===== src/rtl/tt_sweep_pkg.sv =====
// Shared types for the truth-table sweep controller: FSM state encoding and
// the pattern-count derivation used to size the captured table.
package tt_sweep_pkg;

  typedef enum logic [2:0] {
    ST_IDLE   = 3'd0,
    ST_DRIVE  = 3'd1,
    ST_SAMPLE = 3'd2,
    ST_CHECK  = 3'd3,
    ST_DONE   = 3'd4
  } state_t;

  function automatic int n_pts(input int n_in);
    return 32'sd1 << n_in;
  endfunction

endpackage


===== src/rtl/tt_sweep_ctrl.sv =====
// Sweeps every input pattern of a combinational function, captures its truth
// table, then checks whether f(x) == f(x ^ alpha) holds for all x.
module tt_sweep_ctrl
  import tt_sweep_pkg::*;
#(
  parameter int N_IN   = 5,
  parameter int SETTLE = 1,
  localparam int N_PTS = n_pts(N_IN)
) (
  input  logic             clk,
  input  logic             rst,
  input  logic             start,
  input  logic [N_IN-1:0]  alpha,
  output logic             busy,
  output logic             done,
  output logic [N_IN-1:0]  dut_x,
  input  logic             dut_y,
  output logic [N_PTS-1:0] tt,
  output logic             tt_valid,
  output logic             sym
);

  localparam logic [N_IN-1:0] LAST_IDX    = N_IN'(N_PTS - 1);
  localparam logic [3:0]      SETTLE_LAST = 4'(SETTLE - 1);

  state_t           state_r, state_s;
  logic [N_IN-1:0]  idx_r, idx_s;
  logic [N_IN-1:0]  chk_r, chk_s;
  logic [N_IN-1:0]  alpha_r, alpha_s;
  logic [N_IN-1:0]  dut_x_r, dut_x_s;
  logic [3:0]       settle_r, settle_s;
  logic [N_PTS-1:0] tt_r, tt_s;
  logic             sym_r, sym_s;
  logic             tt_valid_r, tt_valid_s;
  logic             done_r, done_s;
  logic             busy_r, busy_s;
  logic             mism_s;

  // Symmetry test for the current check index against its alpha partner
  always_comb begin
    mism_s = (tt_r[chk_r] != tt_r[chk_r ^ alpha_r]);
  end

  // Next-state and next-output computation for the sweep/check FSM
  always_comb begin
    state_s    = state_r;
    idx_s      = idx_r;
    chk_s      = chk_r;
    alpha_s    = alpha_r;
    settle_s   = settle_r;
    tt_s       = tt_r;
    sym_s      = sym_r;
    tt_valid_s = tt_valid_r;
    case (state_r)
      ST_IDLE: begin
        if (start) begin
          alpha_s    = alpha;
          tt_valid_s = 1'b0;
          idx_s      = {N_IN{1'b0}};
          settle_s   = 4'd0;
          state_s    = ST_DRIVE;
        end else begin
          state_s = ST_IDLE;
        end
      end
      ST_DRIVE: begin
        if (settle_r == SETTLE_LAST) begin
          settle_s = 4'd0;
          state_s  = ST_SAMPLE;
        end else begin
          settle_s = settle_r + 4'd1;
        end
      end
      ST_SAMPLE: begin
        tt_s[idx_r] = dut_y;
        if (idx_r == LAST_IDX) begin
          chk_s   = {N_IN{1'b0}};
          state_s = ST_CHECK;
        end else begin
          idx_s   = idx_r + {{(N_IN-1){1'b0}}, 1'b1};
          state_s = ST_DRIVE;
        end
      end
      ST_CHECK: begin
        // Early exit on first asymmetric pair; alpha=0 always walks every index
        if (mism_s) begin
          sym_s      = 1'b0;
          tt_valid_s = 1'b1;
          state_s    = ST_DONE;
        end else if (chk_r == LAST_IDX) begin
          sym_s      = 1'b1;
          tt_valid_s = 1'b1;
          state_s    = ST_DONE;
        end else begin
          chk_s = chk_r + {{(N_IN-1){1'b0}}, 1'b1};
        end
      end
      ST_DONE: begin
        state_s = ST_IDLE;
      end
      default: begin
        state_s = ST_IDLE;
      end
    endcase
    done_s = (state_s == ST_DONE);
    busy_s = (state_s != ST_IDLE);
    if ((state_s == ST_DRIVE) || (state_s == ST_SAMPLE)) begin
      dut_x_s = idx_s;
    end else begin
      dut_x_s = {N_IN{1'b0}};
    end
  end

  // State and output registers with synchronous reset
  always_ff @(posedge clk) begin
    if (rst) begin
      state_r    <= ST_IDLE;
      idx_r      <= {N_IN{1'b0}};
      chk_r      <= {N_IN{1'b0}};
      alpha_r    <= {N_IN{1'b0}};
      settle_r   <= 4'd0;
      tt_r       <= {N_PTS{1'b0}};
      sym_r      <= 1'b0;
      tt_valid_r <= 1'b0;
      done_r     <= 1'b0;
      busy_r     <= 1'b0;
      dut_x_r    <= {N_IN{1'b0}};
    end else begin
      state_r    <= state_s;
      idx_r      <= idx_s;
      chk_r      <= chk_s;
      alpha_r    <= alpha_s;
      settle_r   <= settle_s;
      tt_r       <= tt_s;
      sym_r      <= sym_s;
      tt_valid_r <= tt_valid_s;
      done_r     <= done_s;
      busy_r     <= busy_s;
      dut_x_r    <= dut_x_s;
    end
  end

  assign busy     = busy_r;
  assign done     = done_r;
  assign dut_x    = dut_x_r;
  assign tt       = tt_r;
  assign tt_valid = tt_valid_r;
  assign sym      = sym_r;

endmodule


===== config.mk =====
export PLATFORM = sky130hd
export DESIGN_NAME = tt_sweep_ctrl
export DESIGN_NICKNAME = d
export VERILOG_FILES = /design/src/rtl/tt_sweep_pkg.sv /design/src/rtl/tt_sweep_ctrl.sv
export SDC_FILE = /design/constraint.sdc
export NUM_CORES = 1
export LEC_CHECK = 0
export ABC_AREA = 1
export BUFFER_PORTS_ARGS = -buffer_cell sky130_fd_sc_hd__clkbuf_2
export CELL_PAD_IN_SITES_DETAIL_PLACEMENT = 0
export CELL_PAD_IN_SITES_GLOBAL_PLACEMENT = 1
export CORE_MARGIN = 10
export CORE_UTILIZATION = 41
export CTS_CLUSTER_DIAMETER = 50
export CTS_CLUSTER_SIZE = 28
export DETAILED_ROUTE_END_ITERATION = 8
export PLACE_DENSITY_LB_ADDON = 0.1
export RECOVER_POWER = 100
export SYNTH_ARGS = -nofsm -noshare
export SYNTH_HDL_FRONTEND = slang
export SYNTH_SLANG_ARGS = --single-unit

===== constraint.sdc =====
create_clock -name clk -period 2.4 [get_ports clk]
set_clock_uncertainty 0.2 [all_clocks]
set_input_delay 0.48 -clock clk [delete_from_list [all_inputs] [get_ports clk]]
set_output_delay 0.48 -clock clk [all_outputs]
set_load 0.05 [all_outputs]

==> flow_metrics.env <==
export IMPL_outcome="finished, final reports clean"
export IMPL_met2_usage_pct=28.15
export IMPL_grt_pass1_wl_um=19320
export IMPL_crit_type="reg -> reg"
export IMPL_synth_simple_area_share_pct=34.23
export IMPL_insertion_delay_ns=0.35
export IMPL_diodes=0
export IMPL_antenna_found_initial=0
export IMPL_drv_slew=0
export IMPL_crit_arrival_ns=2.25
export IMPL_slowest_stage="dfxtp_4"
export IMPL_grt_pass1_vias=3520
export IMPL_postCtsHoldBufs=0
export IMPL_grt_max_degree=33
export IMPL_fin_crit_sh_pct=92.11
export IMPL_hold_viol=0
export IMPL_setup_viol=0
export IMPL_rsz0062_at_grt="no"
export IMPL_rows=33
export IMPL_synth_top_family_by_area="simple AND/OR/NAND/NOR gates"
export IMPL_synthesis_area_mm2=0.003516
export IMPL_met3_usage_pct=4.526
export IMPL_cts_root_buf="clkbuf_8"
export IMPL_io_buffers=49
export IMPL_synthAdderAreaFrac_pct=2.847
export IMPL_gp_congestion=0.9478
export IMPL_ir_worst_vdd_uv=287.0
export IMPL_synth_xor_area_share_pct=2.206
export IMPL_p_total_mw=2.458
export IMPL_cts_buffers=9
export IMPL_coreArea_mm2=0.008299
export IMPL_postLayoutCellArea_mm2=0.004190
export IMPL_hold_path_class="in -> reg"
export IMPL_dp_hpwl_um=8923
export IMPL_synthCells=521
export IMPL_grt_busiest_layer="met2"
export IMPL_gr_total_overflow=0
export IMPL_yosysWarningCount=0
export IMPL_synth_avg_cell_area_um2=6.748
export IMPL_post_route_drc_count=0
export IMPL_path_cells="buf_4, nor2_1, nor2_1, o21ai_0, nand3_1, nand3_1, nand2_1, nand2_1, nand2_1, nand3_1, nand3_2, nand3_2, nand3_4, nor2_1"
export IMPL_regToRegStartpoint="chk_r[0]$_SDFFE_PP0P_"
export IMPL_finalNetCount=608
export IMPL_path_clk_slew_ns=0.08
export IMPL_cp_end_kind="register"
export IMPL_place_area_mm2=0.004004
export IMPL_die_area_mm2=0.01268
export IMPL_drive_gt1_share_pct=11.58
export IMPL_p_per_area_mw_per_mm2=586.5
export IMPL_critPathLaunchType="register"
export IMPL_dieWidth_um=112.6
export IMPL_grt_use_total_pct=18.61
export IMPL_initial_core_util_pct=42.36
export IMPL_endpoint="dut_x[0]$_SDFF_PP0_"
export IMPL_cp_required_ns=2.44
export IMPL_max_freq_mhz=452.4
export IMPL_worst_pin_slew_ns=0.6906
export IMPL_seq_area_frac_synth_pct=35.87
export IMPL_detail_route_wl_per_cell_um=17.13
export IMPL_drtIter0Drc=203
export IMPL_synth_nets=538
export IMPL_wirelength_um=12010
export IMPL_finalCriticalPeriod_ns=2.211
export IMPL_slew_headroom_pct=53.96
export IMPL_clk_path_buf_depth=2
export IMPL_setup_ws_ns=0.1893
export IMPL_worst_path_largest_cell_delay_ns=0.42
export IMPL_viasPerCell=5.394
export IMPL_synth_mux_area_share_pct=0
export IMPL_cts_tree="done"
export IMPL_r2r_slack_ns=0.19
export IMPL_final_setup_tns_ns=0
export IMPL_first_pass_iters=5
export IMPL_io_pins=50
export IMPL_r2r_end="dut_x[0]$_SDFF_PP0_"
export IMPL_pre_cts_ws_ns=0.01303
export IMPL_cts_sinks=63
export IMPL_synth_seq_cells=63
export IMPL_ys_types=33
export IMPL_ant_nets=0
export IMPL_maxCapViolCount=0
export IMPL_p_leak_nw=1.611
export IMPL_syn_to_final_growth_pct=19.18
export IMPL_synth_compound_area_share_pct=16.09
export IMPL_startpoint="chk_r[0]$_SDFFE_PP0P_"
export IMPL_route_vias_total=3781
export IMPL_rr_worst_depth=14
export IMPL_htreeDepth=3
export IMPL_post_route_util_pct=50.49
export IMPL_die_h_um=112.6
export IMPL_grt_met1_usage_pct=25.35
export IMPL_cp_max_fo=15
-- worst min-delay path by stage --
stage	slack (ns)	depth (start not counted)	from	to
CTS	0.15	3	alpha[2]	alpha_r[2]$_SDFFE_PP0P_
global placement	0.27	2	settle_r[3]$_SDFFE_PP0P_	settle_r[3]$_SDFFE_PP0P_
global route	0.16	3	alpha[3]	alpha_r[3]$_SDFFE_PP0P_
detailed placement	0.28	2	alpha_r[2]$_SDFFE_PP0P_	alpha_r[2]$_SDFFE_PP0P_
floorplan	0.26	2	settle_r[3]$_SDFFE_PP0P_	settle_r[3]$_SDFFE_PP0P_
finish	0.15	3	alpha[2]	alpha_r[2]$_SDFFE_PP0P_
-- layout by cell type, fill, tap and decap left out, types with 2 or more instances in the layout --
cell        count
nand3_1        98
nand2_1        87
dfxtp_1        61
inv_1          57
a21oi_1        51
nor2_1         48
clkbuf_1       46
o21ai_0        41
buf_4          24
clkbuf_8        9
ha_1            8
clkbuf_2        8
nor3_1          7
o21ai_1         5
o211ai_1        5
xor2_1          3
nor2_2          3
nand2_2         3
nand2_4         3
xnor2_1         3
nand3_2         3
clkinvlp_4      3
nand4_1         2
nand3_4         2
bufinv_16       2
-- worst max-delay path, delay by kind of cell (launching register included) --
family	cells	cell delay, ns
buffers and inverters	1	0.23
AOI/OAI and AO/OA	1	0.09
and+or+nand+nor	12	1.16
DFF	1	0.42
-- per-layer routing --
metal  wire [µm]  up-vias
li1            -     1882
met1        5576     1770
met2        5337      112
met3         859       17
met4         234        0
met5           0        -
-- layout make-up --
cell class / count / area (µm²)
clock buffer: 11 / 131.4
clock inverter: 5 / 82.58
fill: 880 / 4109
inverter: 59 / 224.0
multi-input combinational: 381 / 1949
sequential: 63 / 1266
tap: 105 / 131.4
timing repair buffer: 77 / 405.4
-- metrics by stage --
step                      hold WS, ns  instances
after detailed placement       0.2777        683
after global placement         0.2730        683
after floorplan                0.2571        521
after CTS                      0.1489        699
after global routing           0.1622        701
final                          0.1548        701
-- kinds of logic after synthesis --
group | after synthesis
buffers and inverters | 77
DFF | 63
adders and majority gates | 8
AOI/OAI and AO/OA | 107
xor gates and xnor gates | 8
and+or+nand+nor | 258
-- flip-flops by register name (all words and copies together), names as in the netlist --
name,flops
idx_r,5
settle_r,4
tt,32
tt_valid,1
busy,1
chk_r,5
dut_x,5
sym,1
alpha_r,5
done,1
state_r,3
-- power breakdown --
| part | switching, mW | internal, mW | leakage, nW |
|---|---|---|---|
| Combinational | 0.239 | 0.108 | 1.00 |
| Clock | 0.445 | 0.585 | 0.0958 |
| Sequential | 0.0175 | 1.06 | 0.510 |
| Total | 0.701 | 1.76 | 1.61 |
-- timing repair --
action                                  in CTS  in global routing
buffers inserted                             0                  2
pin swaps                                    0                  1
hold endpoints to repair                     0                  0
endpoints found under the setup margin       7                 12
gates resized for setup                      1                  5
-- Yosys cell counts --
cell type	instances	share of area, %
nand3_1	97	14
nand2_1	89	9.5
dfxtp_1	63	36
inv_1	57	6.1
a21oi_1	51	7.3
nor2_1	46	4.9
o21ai_0	41	5.8
clkbuf_1	12	1.3
ha_1	8	2.8
nor3_1	7	1.0
nor2_2	5	0.89
o211ai_1	5	1.1
o21ai_1	5	0.71
buf_2	4	0.57
nand3_2	4	1.1
xnor2_1	4	1.0
nand2_4	3	0.96
xor2_1	3	0.75
nand3_4	2	1.0
nand4_1	2	0.36
a211oi_1	1	0.21
a21oi_2	1	0.25
buf_4	1	0.21
buf_6	1	0.32
inv_2	1	0.11
inv_4	1	0.18
nand2_2	1	0.18
nand3b_1	1	0.21
nor3_2	1	0.28
o211a_1	1	0.28
o221ai_1	1	0.25
o31ai_1	1	0.21
xor2_2	1	0.46
(Power assumes the default switching activity.)
